===== config.mk =====
export PLATFORM = sky130hd
export DESIGN_NAME = vecmac_accumulator
export DESIGN_NICKNAME = d
export VERILOG_FILES = /design/src/rtl/vecmac_accumulator.sv
export SDC_FILE = /design/constraint.sdc
export NUM_CORES = 1
export LEC_CHECK = 0
export ABC_AREA = 0
export CAP_MARGIN = 0
export CORE_UTILIZATION = 40
export DETAILED_ROUTE_END_ITERATION = 6
export HOLD_SLACK_MARGIN = 0.1
export PLACE_DENSITY = 0.68
export RECOVER_POWER = 100
export SYNTH_ARGS = -nofsm -noshare
export SYNTH_HDL_FRONTEND = slang
export SYNTH_SLANG_ARGS = --single-unit

===== constraint.sdc =====
create_clock -name clk -period 6.4 [get_ports clk]
set_input_delay 1.28 -clock clk [delete_from_list [all_inputs] [get_ports clk]]
set_output_delay 1.28 -clock clk [all_outputs]
set_load 0.02 [all_outputs]

===== src/rtl/vecmac_accumulator.sv =====
// ============================================================================
//  Module   : vecmac_accumulator
//  Purpose  : Signed dot-product accumulator for the int8 vector-MAC datapath.
//             It takes one unsigned product per valid cycle and applies a
//             per-element sign. VEC_LEN terms are summed. Each completed
//             result goes out through a single-entry valid/ready register.
//             The upstream multiplier cannot be stalled, so a result that
//             finds the output register occupied is dropped, and a sticky
//             error flag is raised.
//  Revision : 1.0  initial release
// ============================================================================
`default_nettype none

module vecmac_accumulator #(
  parameter int VEC_LEN = 8,
  parameter int PROD_W  = 16,
  parameter int ACC_W   = 24,
  parameter int CNT_W   = 4
) (
  input  logic              clk,
  input  logic              rst,
  input  logic              in_valid,
  input  logic [PROD_W-1:0] in_product,
  input  logic              in_neg,
  input  logic              acc_clr,
  output logic              out_valid,
  input  logic              out_ready,
  output logic [ACC_W-1:0]  out_sum,
  output logic              drop_err,
  output logic              busy,
  output logic [CNT_W-1:0]  elem_cnt
);

  // Index of the final element of a vector, in counter width.
  localparam logic [CNT_W-1:0] C_LAST_IDX = CNT_W'(VEC_LEN - 1);

  // --------------------------------------------------------------------------
  // Registered state
  // --------------------------------------------------------------------------
  logic [ACC_W-1:0] r_acc;
  logic [CNT_W-1:0] r_cnt;
  logic             r_out_valid;
  logic [ACC_W-1:0] r_out_sum;
  logic             r_drop_err;

  // --------------------------------------------------------------------------
  // Combinational datapath
  // --------------------------------------------------------------------------
  logic [ACC_W-1:0] w_mag;       // zero-extended product magnitude
  logic [ACC_W-1:0] w_term;      // signed contribution of this element
  logic [ACC_W-1:0] w_base_acc;  // partial sum this element builds on
  logic [CNT_W-1:0] w_base_cnt;  // element count this element builds on
  logic [ACC_W-1:0] w_result;    // partial sum including this element
  logic             w_last;      // this element completes the vector
  logic             w_complete;  // a completed result is produced this cycle
  logic             w_accept;    // consumer takes the held result this cycle
  logic             w_can_load;  // output register can take a new result

  assign w_mag = ACC_W'(in_product);

  // Two's-complement negation is modulo 2^ACC_W, so no overflow handling is needed.
  assign w_term = in_neg ? (~w_mag + ACC_W'(1)) : w_mag;

  // acc_clr restarts the vector.
  // An element that arrives in the same cycle becomes element 0 of the new vector.
  assign w_base_acc = acc_clr ? '0 : r_acc;
  assign w_base_cnt = acc_clr ? '0 : r_cnt;

  assign w_result = w_base_acc + w_term;

  // With a single-element vector every valid element completes at once.
  // The accumulator then never holds a partial sum.
  generate
    if (VEC_LEN == 1) begin : g_single
      assign w_last = 1'b1;
    end else begin : g_multi
      assign w_last = (w_base_cnt == C_LAST_IDX);
    end
  endgenerate

  assign w_complete = in_valid & w_last;
  assign w_accept   = r_out_valid & out_ready;
  assign w_can_load = ~r_out_valid | out_ready;

  // --------------------------------------------------------------------------
  // Accumulator and element counter
  // --------------------------------------------------------------------------

  // Advance the partial sum on each valid element and restart it after completion or acc_clr.
  always_ff @(posedge clk) begin
    if (rst) begin
      r_acc <= '0;
      r_cnt <= '0;
    end else if (in_valid) begin
      if (w_last) begin
        r_acc <= '0;
        r_cnt <= '0;
      end else begin
        r_acc <= w_result;
        r_cnt <= w_base_cnt + CNT_W'(1);
      end
    end else if (acc_clr) begin
      r_acc <= '0;
      r_cnt <= '0;
    end
  end

  // --------------------------------------------------------------------------
  // Output register (single entry, valid/ready)
  // --------------------------------------------------------------------------

  // Load a completed result when there is room.
  // Otherwise drop it and flag the loss; retire the held result on handshake.
  always_ff @(posedge clk) begin
    if (rst) begin
      r_out_valid <= 1'b0;
      r_out_sum   <= '0;
      r_drop_err  <= 1'b0;
    end else if (w_complete) begin
      if (w_can_load) begin
        r_out_valid <= 1'b1;
        r_out_sum   <= w_result;
      end else begin
        r_drop_err  <= 1'b1;
      end
    end else if (w_accept) begin
      // out_sum keeps its last value after it is consumed.
      r_out_valid <= 1'b0;
    end
  end

  // --------------------------------------------------------------------------
  // Outputs
  // --------------------------------------------------------------------------
  assign out_valid = r_out_valid;
  assign out_sum   = r_out_sum;
  assign drop_err  = r_drop_err;
  assign elem_cnt  = r_cnt;
  assign busy      = (r_cnt != '0);

endmodule

`default_nettype wire


* Word-level counts from Yosys, hierarchy flattened
Index checks and enable logic that the tools add are counted. Widths: inputs -> output; s select.
Storage, ports and cells: logic and storage cells 31, bits in writable memories 0, memories 0, bits in read-only memories 0, output and inout bits 31, input bits 22, flip-flop bits (word level) 54, latch bits 0
Cells by class: shifts and indexed selects 0, add/subtract/negate cells 3, reductions and logical operators 5, div/mod/pow operators 0, magnitude comparators 0, equality and inequality tests 2, multiply operators 0, bitwise logic cells 6, mux-type cells 10
Operators by type and width (count):
- $mux 24 | 4
- $add 24x1->24 const B | 1
- $add 24x24->24 | 1
- $not 16->24 | 1
- $mux 4 | 3
- $reduce_and 2->1 | 3
- $add 4x1->4 const B | 1
- $eq 4x3->1 const B | 1
- $reduce_bool 4->1 | 1
- $mux 1 | 3
- $and 1x1->1 | 2
- $ne 2x1->1 const B | 1
- $not 1->1 | 2
- $reduce_bool 2->1 | 1
- $or 1x1->1 | 1

* Logic depth before layout (Yosys ltp)
Gate-level depths: netlist of run 1.
word-level depth 6, depth in mapped cells 14, mapped depth without buffers 13

* Least setup slack after synthesis of run 1
Ideal clock, no wire load.
kind input -> register, start input port in_product[9], end register r_out_sum[21], in the netlist out_sum[21], stages on the path 12, slack 2.169 ns, arrival time 4.109 ns, path buffers 0, required time 6.278 ns, cells stage by stage or4_4 or3_1 o21ai_1 xnor2_1 ha_1 a21oi_1 o21ai_0 a211oi_1 nor2_1 a31oi_1 nor4_1 a311o_1
Between the ends: cells in the longest elaborated chain, start to end 4
RTL lines:
- start: declaration | RTL line 23 | input logic [PROD_W-1:0] in_product,
- $not 16->24 | RTL line 62 | assign w_term = in_neg ? (~w_mag + ACC_W'(1)) : w_mag;
- $add 24x1->24 | RTL line 62
- $mux 24 (*) | RTL line 62
- $add 24x24->24 (*) | RTL line 69 | assign w_result = w_base_acc + w_term;
- end signal: assignment | RTL line 122 | r_out_sum <= w_result;
- end: declaration | RTL line 43 | logic [ACC_W-1:0] r_out_sum;
Every way passes the cells marked *; elsewhere a longest branch is shown, timed or not. A chain may end at the register's enable or synchronous reset.

* Worst setup path after layout of run 1
start input port acc_clr, end register r_out_sum[21], in the netlist out_sum[21]
Between the ends: cells in the longest elaborated chain, start to end 4, elaborated cells between the ends (all ways) 6, those cells by class add/sub: 1; eq/ne: 1; mux: 2; bitwise: 1; reduce/logical: 1
RTL lines:
- start: declaration | RTL line 25 | input logic acc_clr,
- parallel branches: the longest is 4 deep, another holds $add 24x24->24
Several ways; the timed one is not identified.

==> results of run 1 <==
## cells in the final DEF (no fill, tap or decap), drive strengths merged, types with 4 or more instances in the layout
cell           synthesis  layout
nand2                 58      58
dfxtp                 54      54
a21oi                 42      42
nor2                  35      35
dlygate4sd3            0      33
xnor2                 30      30
nor2b                 29      29
ha                    26      26
o21ai                 22      22
clkdlybuf4s50          0      19
inv                   18      18
nand3                 12      12
o31ai                 11      11
o2bb2ai               10      10
clkbuf                23      10
a31oi                  9       9
a22oi                  8       8
a21o                   8       8
nor3                   8       8
a211oi                 8       8
xor2                   7       7
nand2b                 5       5
nand4                  4       4
## area by class of cell
class	count	area, um2
Fill cell	876	4490
Multi-Input combinational cell	373	2480
Sequential cell	54	1080
Timing Repair Buffer	57	547
Tap cell	108	135
Clock buffer	7	86.3
Inverter	18	67.6
Clock inverter	1	5.00
## tightest hold or removal path: cells and delay by family, from the launching register on
family / cells / cell delay [ps]
flip-flops: 1 / 310
AO/OA/AOI/OAI: 1 / 50
AND/OR/NAND/NOR: 1 / 50
## stage by stage
stage                     util, %  hold WS (ps)  setup WS [ps]  instances
after global placement       48.7           436           1340        610
final                        49.5           455           1380        618
after detailed placement     48.7           443           1220        610
after floorplan                 -           522           2170        471
after global routing         49.5           486           1090        618
after CTS                    49.7           456           1560        618
## routing by layer
layer,up-vias,share of wire [%]
met5,-,0
met3,19,4.0
met2,78,50
li1,1756,-
met4,0,2.6
met1,1619,44
## registers in the layout, indices dropped and copies added, names as in the netlist
signal and count:
r_acc 24, out_sum 24, elem_cnt 4, drop_err 1, out_valid 1
## final timing paths
check | endpoint | cells after the start | startpoint
worst min-delay path | out_sum[6] | 2 | out_sum[6]
worst max register to register | out_sum[18] | 8 | elem_cnt[0]
worst min register to register | out_sum[6] | 2 | out_sum[6]
worst max-delay path | out_sum[21] | 11 | acc_clr
## cells by family (layout without fill, tap and decap cells)
logic type,Yosys count,after routing,share of synthesized area [%]
AO/OA/AOI/OAI,142,142,25.7
buffers and inverters,44,83,4.48
XOR/XNOR,37,37,8.87
AND/OR/NAND/NOR,166,166,22.5
multiplexers,1,1,0.268
adder cells (fa/ha/maj),27,27,9.24
flip-flops,54,54,28.9
## power breakdown
part           total [uW]  switching (uW)  internal (uW)  leakage [uW]
sequential            353            3.02            350      0.000439
clock                 194             106           87.5     0.0000482
combinational         236             143           92.3       0.00126
==> impl_metrics.csv, run 1 <==
group,metric,value,unit
critical_path,r2r_slack,3340,ps
clock_network,clk_latency,310,ps
power_and_ir_drop,total_power,782,uW
synthesis,synth_area_leaders,"dfxtp_1, ha_1, xnor2_1",
die,die-area,0.00974,mm2
critical_path,crit_buf_inv,2,
layout,fin_nets,558,
die,core.rowCount,34,
critical_path,path_delay_family,"compound AO/OA/AOI/OAI gates",
die,start_util,42.0,%
grt,grt_pass1_wl,16600,um
power_and_ir_drop,irDropWorstVdd,0.0887,mV
sta,fin_worst_skew,8.77,ps
power_and_ir_drop,power_density,178,mW/mm2
critical_path,critPathRequiredTime,6610,ps
grt,overflow,0,
sta,fin_crit_sh,78.5,%
clock_network,postCtsSetupBuffers,0,
detailed_routing,vias,3472,
synthesis,yosysTopAreaCellShare,28.9,%
clock_network,hold_buffers,0,
layout,antennaDiodeCount,0,
synthesis,syn_inst,471,
critical_path,critPathLaunchType,"input pin",
die,die_h,98.7,um
synthesis,synthTopCellsByCount,"nand2_1, dfxtp_1, a21oi_1",
detailed_routing,ant_nets,0,
synthesis,synth_flop_cell,"dfxtp_1",
clock_network,cts_made_buffers,5,
placement,hpwl,8010,um
grt,grt_util_met1,26.5,%
synthesis,synth_area_leader_cell,"dfxtp_1",
grt,use_met2,38.4,%
power_and_ir_drop,p_leak,0.00175,uW
grt,grt_use_met3,3.05,%
grt,grt.total_usage,21.4,%
detailed_routing,dr.first_iter.drc_count,119,
critical_path,cp_slowest_cell,"clkbuf_1",
synthesis,ys_ff_latch,54,
synthesis,synth_most_common_cell,"nand2_1",
sta,min_period,5020,ps
clock_network,cts_max_level,2,
detailed_routing,totalWireLength,10100,um
critical_path,path_max_fanout,28,
critical_path,cp.arrival,5230,ps
clock_network,ctsResizeCount,0,
critical_path,crit_path_end_kind,"flop",
placement,port_buffers,52,
sta,finalMaxSlewViolations,0,
die,die_w,98.7,um
clock_network,cts_sinks,54,
synthesis,synth_edf_count,0,
clock_network,cts_buffer_depth,2,
synthesis,async_flop_share,0,%
synthesis,yosysWarningCount,0,
detailed_routing,via_per_inst,5.62,
placement,finalWeightedCongestion,0.854,
detailed_routing,wl_per_cell,16.3,um
detailed_routing,drc,0,
flow_run,drv_cap,0,
layout,final_area,0.00441,mm2
sta,tightest_slew,1300,ps
clock_network,cts_root_buf,"clkbuf_8",
clock_network,tritoncts,"yes",
sta,fmax,199,MHz
sta,setup_violations,0,
layout,drive_gt1_share,3.33,%
detailed_routing,first_pass_iters,4,
die,core,0.00889,mm2
grt,antenna_found_initial,0,
clock_network,clk_pin_slew,90,ps
sta,final_hold_viol_count,0,
sta,relSlewSlack,13.4,%
placement,placed_area,0.00433,mm2
grt,busiest_layer,"met2",
die,ios,53,
critical_path,critical_path_class,"in2reg",
worst_hold_path,hp-class,"reg2reg",
synthesis,yosysSeqAreaShare,28.9,%
grt,grt_max_degree,36,
synthesis,synth.distinct_cells,54,
layout,area_delta_synth_final,17.8,%
synthesis,syn_nets,520,
sta,rsz0062_at_grt,"false",
grt,grt_pass1_vias,3373,
sta,timing.setup.tns,0,ps
synthesis,synth_area,0.00374,mm2
critical_path,crit_path_max_incr_delay,940,ps
critical_path,crit_chain,"dlygate4sd3_1, clkbuf_1, nor2b_1, ha_1, a21oi_1, o221ai_1, a211oi_1, nor2_1, a31oi_1, nor4_1, a311o_1",
synthesis,syn_area_per_cell,7.94,um2
outcome,status,"finished clean",
No activity file was read; power rests on OpenSTA's default activity.
==> run 2, diff against run 1 <==
- PLACE_DENSITY: 0.68 -> 0.7
- clock period: 6.4 -> 4.35 ns (I/O delays scaled with it)
==> impl_metrics.csv, run 2 (synthesized netlist as in run 1, its figures left out) <==
group,metric,value,unit
placement,finalWeightedCongestion,0.893,
sta,relSlewSlack,32.7,%
critical_path,critPathLaunchType,"input pin",
power_and_ir_drop,power_density,278,mW/mm2
die,ios,53,
placement,pre_cts_slack,16.3,ps
critical_path,r2r-end,"out_sum[7]",
die,die-area,0.00974,mm2
sta,min_period,4060,ps
die,core,0.00889,mm2
placement,dp.cells,643,
sta,timing.setup.tns,0,ps
detailed_routing,drc,0,
sta,finalMaxSlewViolations,0,
sta,rsz0062_at_grt,"false",
power_and_ir_drop,p_leak,0.00191,uW
layout,fin_nets,591,
sta,hold_ws,458,ps
die,die_h,98.7,um
detailed_routing,dr.first_iter.drc_count,150,
detailed_routing,totalWireLength,10200,um
detailed_routing,wl_per_cell,15.7,um
sta,final_hold_viol_count,0,
critical_path,r2r_slack,1320,ps
clock_network,cts_made_buffers,5,
critical_path,critPathRequiredTime,4550,ps
clock_network,cts_buffer_depth,2,
critical_path,crit_path_end_kind,"flop",
clock_network,postCtsSetupBuffers,0,
layout,finalNonFillerCells,651,
critical_path,cp.arrival,4260,ps
layout,area_delta_synth_final,25.4,%
clock_network,tritoncts,"yes",
placement,hpwl,8250,um
critical_path,r2r_start,"elem_cnt[0]",
die,start_util,42.0,%
clock_network,ctsResizeCount,0,
grt,grt_pass1_wl,17000,um
placement,port_buffers,52,
sta,layout_setup_ws,294,ps
clock_network,clk_latency,300,ps
worst_hold_path,worstHoldEndpoint,"out_sum[20]",
worst_hold_path,hp-class,"reg2reg",
layout,final_common_cell,"nand2_1",
detailed_routing,first_pass_iters,5,
clock_network,cts_root_buf,"clkbuf_8",
placement,placed_area,0.00458,mm2
die,core.rowCount,34,
clock_network,cts_sinks,54,
critical_path,rr_worst_depth,9,
detailed_routing,via_per_inst,5.52,
grt,antenna_found_initial,0,
worst_hold_path,hold_depth,2,
worst_hold_path,min-delay-start,"out_sum[20]",
clock_network,hold_buffers,0,
grt,overflow,0,
detailed_routing,vias,3595,
sta,fin_worst_skew,13.3,ps
detailed_routing,ant_nets,0,
layout,final_cell_mix,"nand2_1, dfxtp_1, a21oi_1",
layout,final_area,0.00469,mm2
critical_path,path_max_fanout,7,
grt,grt_pass1_vias,3524,
sta,fin_crit_sh,93.2,%
clock_network,cts_max_level,2,
sta,tightest_slew,1010,ps
critical_path,critical_path_class,"in2reg",
sta,setup_violations,0,
outcome,status,"finished clean",
layout,drive_gt1_share,8.84,%
sta,fmax,247,MHz
clock_network,clk_pin_slew,100,ps
layout,antennaDiodeCount,0,
grt,grt.total_usage,21.7,%
grt,grt_max_degree,34,
flow_run,drv_cap,0,
die,die_w,98.7,um
power_and_ir_drop,irDropWorstVdd,0.317,mV
[run 2: cell types whose count changed in the layout (fill, tap and decap cells not counted), sizes merged]
| cell | delta |
|---|---|
| clkinv | -1 |
| clkbuf | +1 |
| dlygate4sd3 | -1 |
| clkdlybuf4s50 | +1 |
| buf | +31 |
| bufinv | +2 |
[run 2: critical path: stages]
cell	delay, ps
clkdlybuf4s50_1	440
or4_4	560
nand2b_1	230
nor3_4	310
a31oi_1	140
ha_1	360
a21oi_1	230
o21ai_1	110
a21oi_1	170
o21ai_0	120
a31oi_1	300
nor4_1	110
a311o_1	320
[run 2: area by class of cell]
type	instances	area [um2]
fill	855	4200
tap	108	135
clock buffer	6	82.6
multi-input combinational	373	2480
sequential	54	1080
clock inverter	2	60.1
inverter	18	67.6
timing repair buffer	90	787
[run 2: through the flow]
| step | total power [uW] | utilization, % |
|---|---|---|
| after global placement | 909 | 51.5 |
| after detailed placement | 914 | 51.5 |
| final | 1300 | 52.7 |
| after global routing | 1370 | 52.7 |
| after CTS | 1320 | 53.1 |
| after floorplan | 774 | - |
[run 2: layer usage]
layer  GRT usage (%)  share of wire [%]  vias to the layer above  wire (um)
met5               0                  0                        -          0
met4            4.71                1.9                        0        197
met3            2.91                2.7                       14        280
met2            39.3                 49                       72       5050
met1            27.3                 46                     1684       4710
li1                -                  -                     1825          -
[run 2: how the worst max path moves through the flow]
stage / end / start / cells past startpoint / slack [ps]
floorplan: out_sum[21] / in_product[9] / 12 / 530
global placement: out_sum[21] / in_product[9] / 13 / 90
detailed placement: out_sum[21] / in_product[9] / 13 / 20
CTS: out_sum[21] / in_product[9] / 13 / 340
global route: out_sum[21] / in_product[9] / 13 / 30
finish: out_sum[21] / in_product[9] / 13 / 290
[run 2: power breakdown]
part	leakage, uW	internal [uW]	total (uW)	switching (uW)
sequential	0.000439	514	519	4.54
clock	0.0000714	245	405	159
combinational	0.00140	164	381	217
total	0.00191	924	1300	381
